`src/rtl/matrix_result_collector_if.sv`:
```
// Result-stream handshake bundle between the matrix multiplier output and its sink.
// Latency: none (wires only).
// Backpressure: the sink drives output_r_TREADY_0; the source holds beats until it is sampled high.
//
// Ports (signals):
//   output_r_TVALID_0  source -> sink  beat valid
//   output_r_TLAST_0   source -> sink  end-of-frame marker
//   output_r_TDATA_0   source -> sink  beat payload
//   output_r_TREADY_0  sink -> source  sink ready
interface matrix_result_collector_if #(
    parameter int DATA_WIDTH = 32
);
    logic                  output_r_TVALID_0;
    logic                  output_r_TLAST_0;
    logic [DATA_WIDTH-1:0] output_r_TDATA_0;
    logic                  output_r_TREADY_0;

    modport master (
        output output_r_TVALID_0,
        output output_r_TLAST_0,
        output output_r_TDATA_0,
        input  output_r_TREADY_0
    );

    modport slave (
        input  output_r_TVALID_0,
        input  output_r_TLAST_0,
        input  output_r_TDATA_0,
        output output_r_TREADY_0
    );
endinterface

```
`src/rtl/matrix_result_collector.sv`:
```
// Sink for matrix result frames: checksums each frame, measures its beat span, flags length/timeout errors.
// Latency: results and frame_done appear the cycle after the closing beat (or the timeout edge).
// Backpressure: TREADY follows a rotating throttle pattern and drops for the single DONE cycle.
//
// Ports:
//   clk, reset        rising-edge clock, synchronous active-high reset
//   s_axis            result stream (slave side of matrix_result_collector_if)
//   frame_done        one-cycle pulse when a frame closes
//   frame_checksum    sum of the closed frame's beats, mod 2^DATA_WIDTH
//   frame_cycles      first-to-last beat span of the closed frame, inclusive, saturating
//   frame_count       frames closed since reset (wraps)
//   error_count       frames closed with an error (saturates)
//   err_early_last    sticky: TLAST before the final beat position
//   err_missing_last  sticky: final beat position reached without TLAST
//   err_timeout       sticky: frame abandoned after TIMEOUT_CYCLES idle cycles
module matrix_result_collector #(
    parameter int             DATA_WIDTH      = 32,
    parameter int             WORDS_PER_FRAME = 16,
    parameter logic [7:0]     READY_PATTERN   = 8'hFF,
    parameter int             TIMEOUT_CYCLES  = 20000
) (
    input  logic                            clk,
    input  logic                            reset,
    matrix_result_collector_if.slave        s_axis,
    output logic                            frame_done,
    output logic [DATA_WIDTH-1:0]           frame_checksum,
    output logic [31:0]                     frame_cycles,
    output logic [15:0]                     frame_count,
    output logic [15:0]                     error_count,
    output logic                            err_early_last,
    output logic                            err_missing_last,
    output logic                            err_timeout
);
    localparam int IDX_W  = $clog2(WORDS_PER_FRAME);
    localparam int IDLE_W = $clog2(TIMEOUT_CYCLES + 1);
    localparam logic [IDX_W-1:0]  LAST_IDX = IDX_W'(WORDS_PER_FRAME - 1);
    // Compared against the pre-increment value so DONE follows the TIMEOUT_CYCLES-th idle edge.
    localparam logic [IDLE_W-1:0] IDLE_LIM = IDLE_W'(TIMEOUT_CYCLES - 1);

    typedef enum logic [1:0] {
        IDLE = 2'd0,
        RECV = 2'd1,
        DONE = 2'd2
    } state_t;

    state_t                state, state_nxt;
    logic [7:0]            pattern;
    logic [IDX_W-1:0]      idx;
    logic [DATA_WIDTH-1:0] sum;
    logic [31:0]           span;
    logic [IDLE_W-1:0]     idle_cnt;

    logic                  beat;
    logic                  at_last_idx;
    logic                  close_beat;
    logic                  early_last;
    logic                  missing_last;
    logic                  timeout;
    logic                  frame_close;
    logic [DATA_WIDTH-1:0] sum_with_beat;
    logic [31:0]           span_inc;

    // Ready comes only from registers: no path from TVALID.
    assign s_axis.output_r_TREADY_0 = pattern[0] && (state != DONE);
    assign frame_done               = (state == DONE);

    assign beat          = s_axis.output_r_TVALID_0 && s_axis.output_r_TREADY_0;
    // idx is 0 in IDLE and WORDS_PER_FRAME >= 2, so a first beat never counts as the last position.
    assign at_last_idx   = (state == RECV) && (idx == LAST_IDX);
    assign close_beat    = beat && (s_axis.output_r_TLAST_0 || at_last_idx);
    assign early_last    = beat && s_axis.output_r_TLAST_0 && !at_last_idx;
    assign missing_last  = beat && !s_axis.output_r_TLAST_0 && at_last_idx;
    assign timeout       = (state == RECV) && !beat && (idle_cnt == IDLE_LIM);
    assign frame_close   = close_beat || timeout;
    assign sum_with_beat = (state == IDLE) ? s_axis.output_r_TDATA_0
                                           : sum + s_axis.output_r_TDATA_0;
    assign span_inc      = (span == 32'hFFFF_FFFF) ? span : span + 32'd1;

    always_ff @(posedge clk) begin
        if (reset) begin
            state <= IDLE;
        end else begin
            state <= state_nxt;
        end
    end

    always_comb begin
        state_nxt = state;
        case (state)
            IDLE:    if (beat) state_nxt = close_beat ? DONE : RECV;
            RECV:    if (frame_close) state_nxt = DONE;
            DONE:    state_nxt = IDLE;
            default: state_nxt = IDLE;
        endcase
    end

    always_ff @(posedge clk) begin
        if (reset) begin
            pattern          <= READY_PATTERN;
            idx              <= '0;
            sum              <= '0;
            span             <= '0;
            idle_cnt         <= '0;
            frame_checksum   <= '0;
            frame_cycles     <= '0;
            frame_count      <= '0;
            error_count      <= '0;
            err_early_last   <= 1'b0;
            err_missing_last <= 1'b0;
            err_timeout      <= 1'b0;
        end else begin
            // Free-running throttle, independent of handshakes.
            pattern <= {pattern[0], pattern[7:1]};

            case (state)
                IDLE: begin
                    if (beat) begin
                        sum      <= s_axis.output_r_TDATA_0;
                        idx      <= IDX_W'(1);
                        span     <= 32'd1;
                        idle_cnt <= '0;
                    end
                end
                RECV: begin
                    span <= span_inc;
                    if (beat) begin
                        sum      <= sum_with_beat;
                        idx      <= idx + IDX_W'(1);
                        idle_cnt <= '0;
                    end else begin
                        idle_cnt <= idle_cnt + IDLE_W'(1);
                    end
                end
                default: begin
                    idx      <= '0;
                    sum      <= '0;
                    span     <= '0;
                    idle_cnt <= '0;
                end
            endcase

            if (frame_close) begin
                frame_checksum <= beat ? sum_with_beat : sum;
                frame_cycles   <= (state == IDLE) ? 32'd1 : span_inc;
                frame_count    <= frame_count + 16'd1;
                if ((early_last || missing_last || timeout) && (error_count != 16'hFFFF)) begin
                    error_count <= error_count + 16'd1;
                end
                if (early_last)   err_early_last   <= 1'b1;
                if (missing_last) err_missing_last <= 1'b1;
                if (timeout)      err_timeout      <= 1'b1;
            end
        end
    end
endmodule
```
`src/flat_wrapper.sv`:
```
// flat-port wrapper written by rule: the top's interface ports become plain ports
module matrix_result_collector_flat 
#(
    parameter int             DATA_WIDTH      = 32,
    parameter int             WORDS_PER_FRAME = 16,
    parameter logic [7:0]     READY_PATTERN   = 8'hFF,
    parameter int             TIMEOUT_CYCLES  = 20000
)
  (clk, reset, frame_done, frame_checksum, frame_cycles, frame_count, error_count, err_early_last, err_missing_last, err_timeout, s_axis_output_r_TVALID_0, s_axis_output_r_TLAST_0, s_axis_output_r_TDATA_0, s_axis_output_r_TREADY_0);
  matrix_result_collector_if #(.DATA_WIDTH(DATA_WIDTH)) s_axis_i ();
  input  logic clk;
  input  logic reset;
  output logic frame_done;
  output logic [DATA_WIDTH-1:0] frame_checksum;
  output logic [31:0] frame_cycles;
  output logic [15:0] frame_count;
  output logic [15:0] error_count;
  output logic err_early_last;
  output logic err_missing_last;
  output logic err_timeout;
  input wire logic [$bits(s_axis_i.output_r_TVALID_0)-1:0] s_axis_output_r_TVALID_0;
  input wire logic [$bits(s_axis_i.output_r_TLAST_0)-1:0] s_axis_output_r_TLAST_0;
  input wire logic [$bits(s_axis_i.output_r_TDATA_0)-1:0] s_axis_output_r_TDATA_0;
  output wire logic [$bits(s_axis_i.output_r_TREADY_0)-1:0] s_axis_output_r_TREADY_0;
  assign s_axis_i.output_r_TVALID_0 = s_axis_output_r_TVALID_0;
  assign s_axis_i.output_r_TLAST_0 = s_axis_output_r_TLAST_0;
  assign s_axis_i.output_r_TDATA_0 = s_axis_output_r_TDATA_0;
  assign s_axis_output_r_TREADY_0 = s_axis_i.output_r_TREADY_0;
  matrix_result_collector #(.DATA_WIDTH(DATA_WIDTH), .WORDS_PER_FRAME(WORDS_PER_FRAME), .READY_PATTERN(READY_PATTERN), .TIMEOUT_CYCLES(TIMEOUT_CYCLES)) u_core (.clk(clk), .reset(reset), .s_axis(s_axis_i), .frame_done(frame_done), .frame_checksum(frame_checksum), .frame_cycles(frame_cycles), .frame_count(frame_count), .error_count(error_count), .err_early_last(err_early_last), .err_missing_last(err_missing_last), .err_timeout(err_timeout));
endmodule
```
`config.mk`:
```
export PLATFORM = sky130hd
export DESIGN_NAME = matrix_result_collector_flat
export DESIGN_NICKNAME = d
export VERILOG_FILES = /design/src/rtl/matrix_result_collector_if.sv /design/src/rtl/matrix_result_collector.sv /design/src/flat_wrapper.sv
export SDC_FILE = /design/constraint.sdc
export NUM_CORES = 1
export LEC_CHECK = 0
export CORE_ASPECT_RATIO = 0.75
export CORE_MARGIN = 8
export CORE_UTILIZATION = 55
export DETAILED_ROUTE_END_ITERATION = 12
export PLACE_DENSITY = 0.9
export SYNTH_ARGS = -nofsm -noshare
export SYNTH_HDL_FRONTEND = slang
export SYNTH_SLANG_ARGS = --single-unit
export TNS_END_PERCENT = 10
```
`constraint.sdc`:
```
create_clock -name clk -period 8.35 [get_ports clk]
set_input_delay 1.2525 -clock clk [delete_from_list [all_inputs] [get_ports clk]]
set_output_delay 1.2525 -clock clk [all_outputs]
set_load 0.03 [all_outputs]
```
# After elaboration in Yosys (flattened, before gate mapping)

Index checks and enable logic that the tools add are counted.

Bits of input ports: 36
Output and inout port bits: 101
Logic and storage cells: 72
Bits in read-only memories: 0
Memory bits (writable): 0
Flip-flop bits (word level): 192
Memories kept: 0
Bits in latches: 0

Shifts and indexed selects: 0
$lt $le $gt $ge: 0
Mux-type cells: 18
Bitwise logic cells: 0
Equal/unequal tests: 10
$mul: 0
Div/mod/pow operators: 0
Add/subtract/negate cells: 6
Reductions and logical operators: 25

Operators with widths:

| operator                | number |
|---|---|
| $mux W32                | 6 |
| $pmux W32 S2            | 2 |
| $add A16 B1 Y16 const B | 2 |
| $add A32 B1 Y32 const B | 1 |
| $add A32 B32 Y32        | 1 |
| $eq A32 B32 Y1 const B  | 1 |
| $mux W15                | 2 |
| $pmux W15 S2            | 1 |
| $ne A16 B16 Y1 const B  | 1 |
| $add A15 B1 Y15 const B | 1 |
| $eq A15 B15 Y1 const B  | 1 |
| $reduce_and A2 Y1       | 6 |
| $logic_and A1 B1 Y1     | 11 |
| $mux W4                 | 2 |
| $pmux W4 S2             | 1 |
| $mux W2                 | 3 |
| $ne A2 B1 Y1 const B    | 3 |
| $add A4 B1 Y4 const B   | 1 |
| $eq A4 B4 Y1 const B    | 1 |
| $logic_or A1 B1 Y1      | 4 |
| $pmux W2 S2             | 1 |
| $logic_not A1 Y1        | 3 |
| $eq A2 B1 Y1 const B    | 1 |
| $eq A2 B2 Y1 const B    | 1 |
| other kinds (2)         | 2 |

# Depth between registers and ports, before layout

Word-level depth: 9
Gate-level depth with buffers: 12
Gate-level depth less buffers: 12

# Worst setup path before layout

Ideal clock, no wire load.

Path type: input to register
From: in s_axis_output_r_TDATA_0[0]
To: reg u_core.frame_checksum[22]
Cell stages on the path: 12
Buffers on the path: 0
Path slack: 4.516 ns
Data arrival time: 3.764 ns
Path through: ha_1 -> fa_1 -> a211oi_1 -> o21bai_1 -> a21oi_1 -> o21ai_1 -> a31oi_1 -> nor2_1 -> o21a_1 -> o311ai_1 -> nand3_1 -> a21oi_1

Word-level cells in the longest chain between the ends: 3

RTL lines:

| what                 | RTL line                       | RTL |
|---|---|---|
| start, declared      | flat_wrapper.sv:23             | `input wire logic [$bits(s_axis_i.output_r_TDATA_0)-1:0] s_axis_output_r_TDATA_0;` |
| $add A32 B32 Y32     | matrix_result_collector.sv:76  | `: sum + s_axis.output_r_TDATA_0;` |
| $mux W32             | matrix_result_collector.sv:75  | `assign sum_with_beat = (state == IDLE) ? s_axis.output_r_TDATA_0` |
| $mux W32             | matrix_result_collector.sv:143 | `frame_checksum <= beat ? sum_with_beat : sum;` |
| end signal, assigned | matrix_result_collector.sv:143 |  |
| end, declared        | matrix_result_collector.sv:26  | `output logic [DATA_WIDTH-1:0] frame_checksum,` |

No other way between the ends.
A chain may end at the register's enable or synchronous reset.

# Worst setup path in the final report

Same ends and word-level chain as after synthesis.

==> flow_summary.yaml <==
critical_path:
  worstPathMaxFanout: 5
  crit_chain: "clkdlybuf4s50_1 > ha_1 > fa_1 > a211oi_1 > o21bai_1 > a21oi_1 > o21ai_1 > a31oi_1 > nor2_1 > o21a_1 > o311ai_1 > nand3_1 > a21oi_1"
  timing_worst_setup_path_type: "in2reg"
  critical-path-slowest-cell: "sky130_fd_sc_hd__a31oi_1"
  path_depth: 13
  worstSetupStartpointType: "input port"
  cpMostUsedCell: "sky130_fd_sc_hd__a21oi_1"
  slowest_delay_ns: 0.49
  cp.arrival_ns: 4.73
  category_of_cells_accounting_for_the_largest_share_of_critical_path_delay: "compound AO/OA/AOI/OAI gates"
  end_kind: "flip-flop"
  worst-path-buf-inv: 1
  critPathRequiredTime_ns: 8.72
  worst-r2r-cell-count: 12
floorplan:
  die_h_um: 131.2
  die-width_um: 169.7
  floorplan.core_area_um2: 17500
  floorplan.initialDensity_pct: 55.66
  die_area_um2: 22270
  ios: 137
  row_count: 42
cells_and_area:
  area.growth.synth_to_final_pct: 21.51
  antenna_fix_cells: 0
  final_layout_size_suffix_gt1_share_pct: 5.022
  design_area_um2: 11830
  final_common_cell: "sky130_fd_sc_hd__dfxtp_1"
  num-nets-final: 1394
  layout_common_cells: "sky130_fd_sc_hd__dfxtp_1, sky130_fd_sc_hd__nor2_1, sky130_fd_sc_hd__nand2_1, sky130_fd_sc_hd__clkdlybuf4s50_1, sky130_fd_sc_hd__o21ai_0"
  n_fill_cell: 1341
yosys:
  syn-mean-instance-area_um2: 7.983
  count_of_flip_flops_with_a_built_in_enable_after_synthesis: 0
  synth-seq-cells: 192
  synth.yosys.seq_area_share_pct: 39.47
  synth-async-reset-ratio_pct: 0
  synth_top_area_share_pct: 39.47
  netlist_instances: 1220
  syn-cell-area_um2: 9739
  yosysTopAreaCell: "sky130_fd_sc_hd__dfxtp_1"
  synth_cell_types: 65
  yosys_warnings: 0
  syn-num-nets: 1293
  ys.flop_type: "sky130_fd_sc_hd__dfxtp_1"
  synthTopCellsByArea: "sky130_fd_sc_hd__dfxtp_1, sky130_fd_sc_hd__nor2_1, sky130_fd_sc_hd__nand2_1"
detailed_routing:
  antenna_left: 0
  drt_pass1_iterations: 5
  number_of_vias_per_cell: 5.982
  detail_route.wirelength_mm: 27.16
  dr_total_vias: 9428
  initial_drc_count: 947
  detail_route.drc_violations: 0
  avgRoutedWirePerCell_um: 17.24
global_route:
  grt-ovfl-total: 0
  antenna_found_initial: 0
  grt_usage_pct: 23.74
  grt_max_degree: 71
  first_global_vias: 9201
  grt_first_pass_wirelength_mm: 44.40
sta:
  timing.clock.skew_ns: 0.008776
  hold_violations: 0
  max_clock_freq_mhz: 229.3
  slew_viol_final: 0
  fin_crit_sh_pct: 52.22
  clock_period_minus_worst_slack_ns: 4.361
  relSlewSlack_pct: 31.58
  unrepaired_setup_endpoints_after_global_routing: "no"
  finalSetupTns_ns: 0
  setup_violations: 0
  max_slew.worst_pin.slew_ns: 1.026
  hold_ws_ns: 0.4129
clock_network:
  cts_buffers: 17
  cts.reportedPaths.clkPinSlew_ns: 0.07
  cts_setup_buffers: 0
  cts_tree: "built"
  clock_sink_total: 192
  cts.htree.levels: 4
  holdBufCountCts: 0
  ctsResizeCount: 0
  clock_tree.root_cell: "sky130_fd_sc_hd__clkbuf_16"
  ctsLongestPathBuffers: 2
  worstSkewPairLatency_ns: 0.44
status:
  outcome: "complete, no violations"
place:
  port_buf_inserts: 136
  place_area_um2: 11230
  hpwl_mm: 18.74
  place_congestion: 0.9214
power_and_ir_drop:
  power_uw: 2153
  vdd.ir_drop.worst_v: 0.0001314
  p_leak_uw: 0.004475
  power-per-cell-area_nw_per_um2: 181.9
worst_hold_path:
  path_class_of_the_lowest_slack_min_delay_path: "reg2reg"
  timing.hold.worst_path_depth: 1
job:
  drv.max_cap_violation_count: 0
==> kinds of logic (layout without fill, tap and decap cells) <==
logic type | count (synthesis) | after routing | share of synthesized area (%)
and+or+nand+nor | 501 | 501 | 24.04
AOI/OAI and AO/OA | 316 | 316 | 19.91
DFF | 192 | 192 | 39.47
xor gates and xnor gates | 90 | 90 | 8.093
buffers and inverters | 79 | 193 | 3.135
adders and majority gates | 37 | 37 | 4.830
muxes | 5 | 5 | 0.5267
==> sequential cells by signal, summed over array words and instances, names as in the netlist <==
name                     cells
u_core.err_early_last        1
u_core.err_missing_last      1
u_core.err_timeout           1
u_core.error_count          16
u_core.frame_checksum       32
u_core.frame_count          16
u_core.frame_cycles         32
u_core.idle_cnt             15
u_core.idx                   4
u_core.pattern               8
u_core.span                 32
u_core.state                 2
u_core.sum                  32
==> stage by stage <==
stage | cells | setup slack [ns] | utilization (%)
floorplan | 1220 | 4.516 | -
global placement | 1544 | 3.756 | 64.19
detailed placement | 1544 | 3.668 | 64.19
CTS | 1576 | 4.029 | 67.62
global route | 1576 | 3.679 | 67.62
finish | 1576 | 3.989 | 67.62
==> path summary, 6_finish.rpt <==
kind	slack, ns	from	to
max	3.99	s_axis_output_r_TDATA_0[0]	u_core.frame_checksum[22]
min	0.41	u_core.pattern[7]	u_core.pattern[6]
max reg2reg	4.90	u_core.sum[0]	u_core.frame_checksum[22]
min reg2reg	0.41	u_core.pattern[7]	u_core.pattern[6]
==> power breakdown <==
group	leakage [uW]	switching (uW)	internal, uW
clock	0.000295	398	431
combinational	0.00262	225	137
sequential	0.00156	20.3	942
==> worst reg2reg max path, stage by stage, from the launching register on <==
cell	delay (ns)
sky130_fd_sc_hd__dfxtp_1	0.34
sky130_fd_sc_hd__ha_1	0.21
sky130_fd_sc_hd__fa_1	0.44
sky130_fd_sc_hd__a211oi_1	0.36
sky130_fd_sc_hd__o21bai_1	0.14
sky130_fd_sc_hd__a21oi_1	0.30
sky130_fd_sc_hd__o21ai_1	0.19
sky130_fd_sc_hd__a31oi_1	0.49
sky130_fd_sc_hd__nor2_1	0.13
sky130_fd_sc_hd__o21a_1	0.19
sky130_fd_sc_hd__o311ai_1	0.31
sky130_fd_sc_hd__nand3_1	0.12
sky130_fd_sc_hd__a21oi_1	0.17
==> final cells by class <==
class,instances,area [um^2],share of cell area [%]
multi-input cells,949,5600,47.33
flip-flops and latches,192,3844,32.48
repair buffers,145,1426,12.05
clock buffers,18,429.2,3.627
well taps,242,302.8,2.559
clock inverters,14,171.4,1.449
inverters,16,60.06,0.5075
==> metal layers <==
metal	up-vias	wire, um	GRT usage [%]
li1	4501	-	-
met1	4435	11890	30.52
met2	432	12190	37.74
met3	60	2541	6.583
met4	0	539	7.945
met5	-	0	0
==> cell usage after synthesis (all sizes together) (19+ instances only) <==
library cell	number
xnor2	41
a21oi	83
nand4	22
ha	36
o21ai	110
and3	25
or3	20
nand2	157
nor3	19
dfxtp	192
xor2	49
clkbuf	58
nor2	167
nand3	34
(Power assumes the default switching activity.)
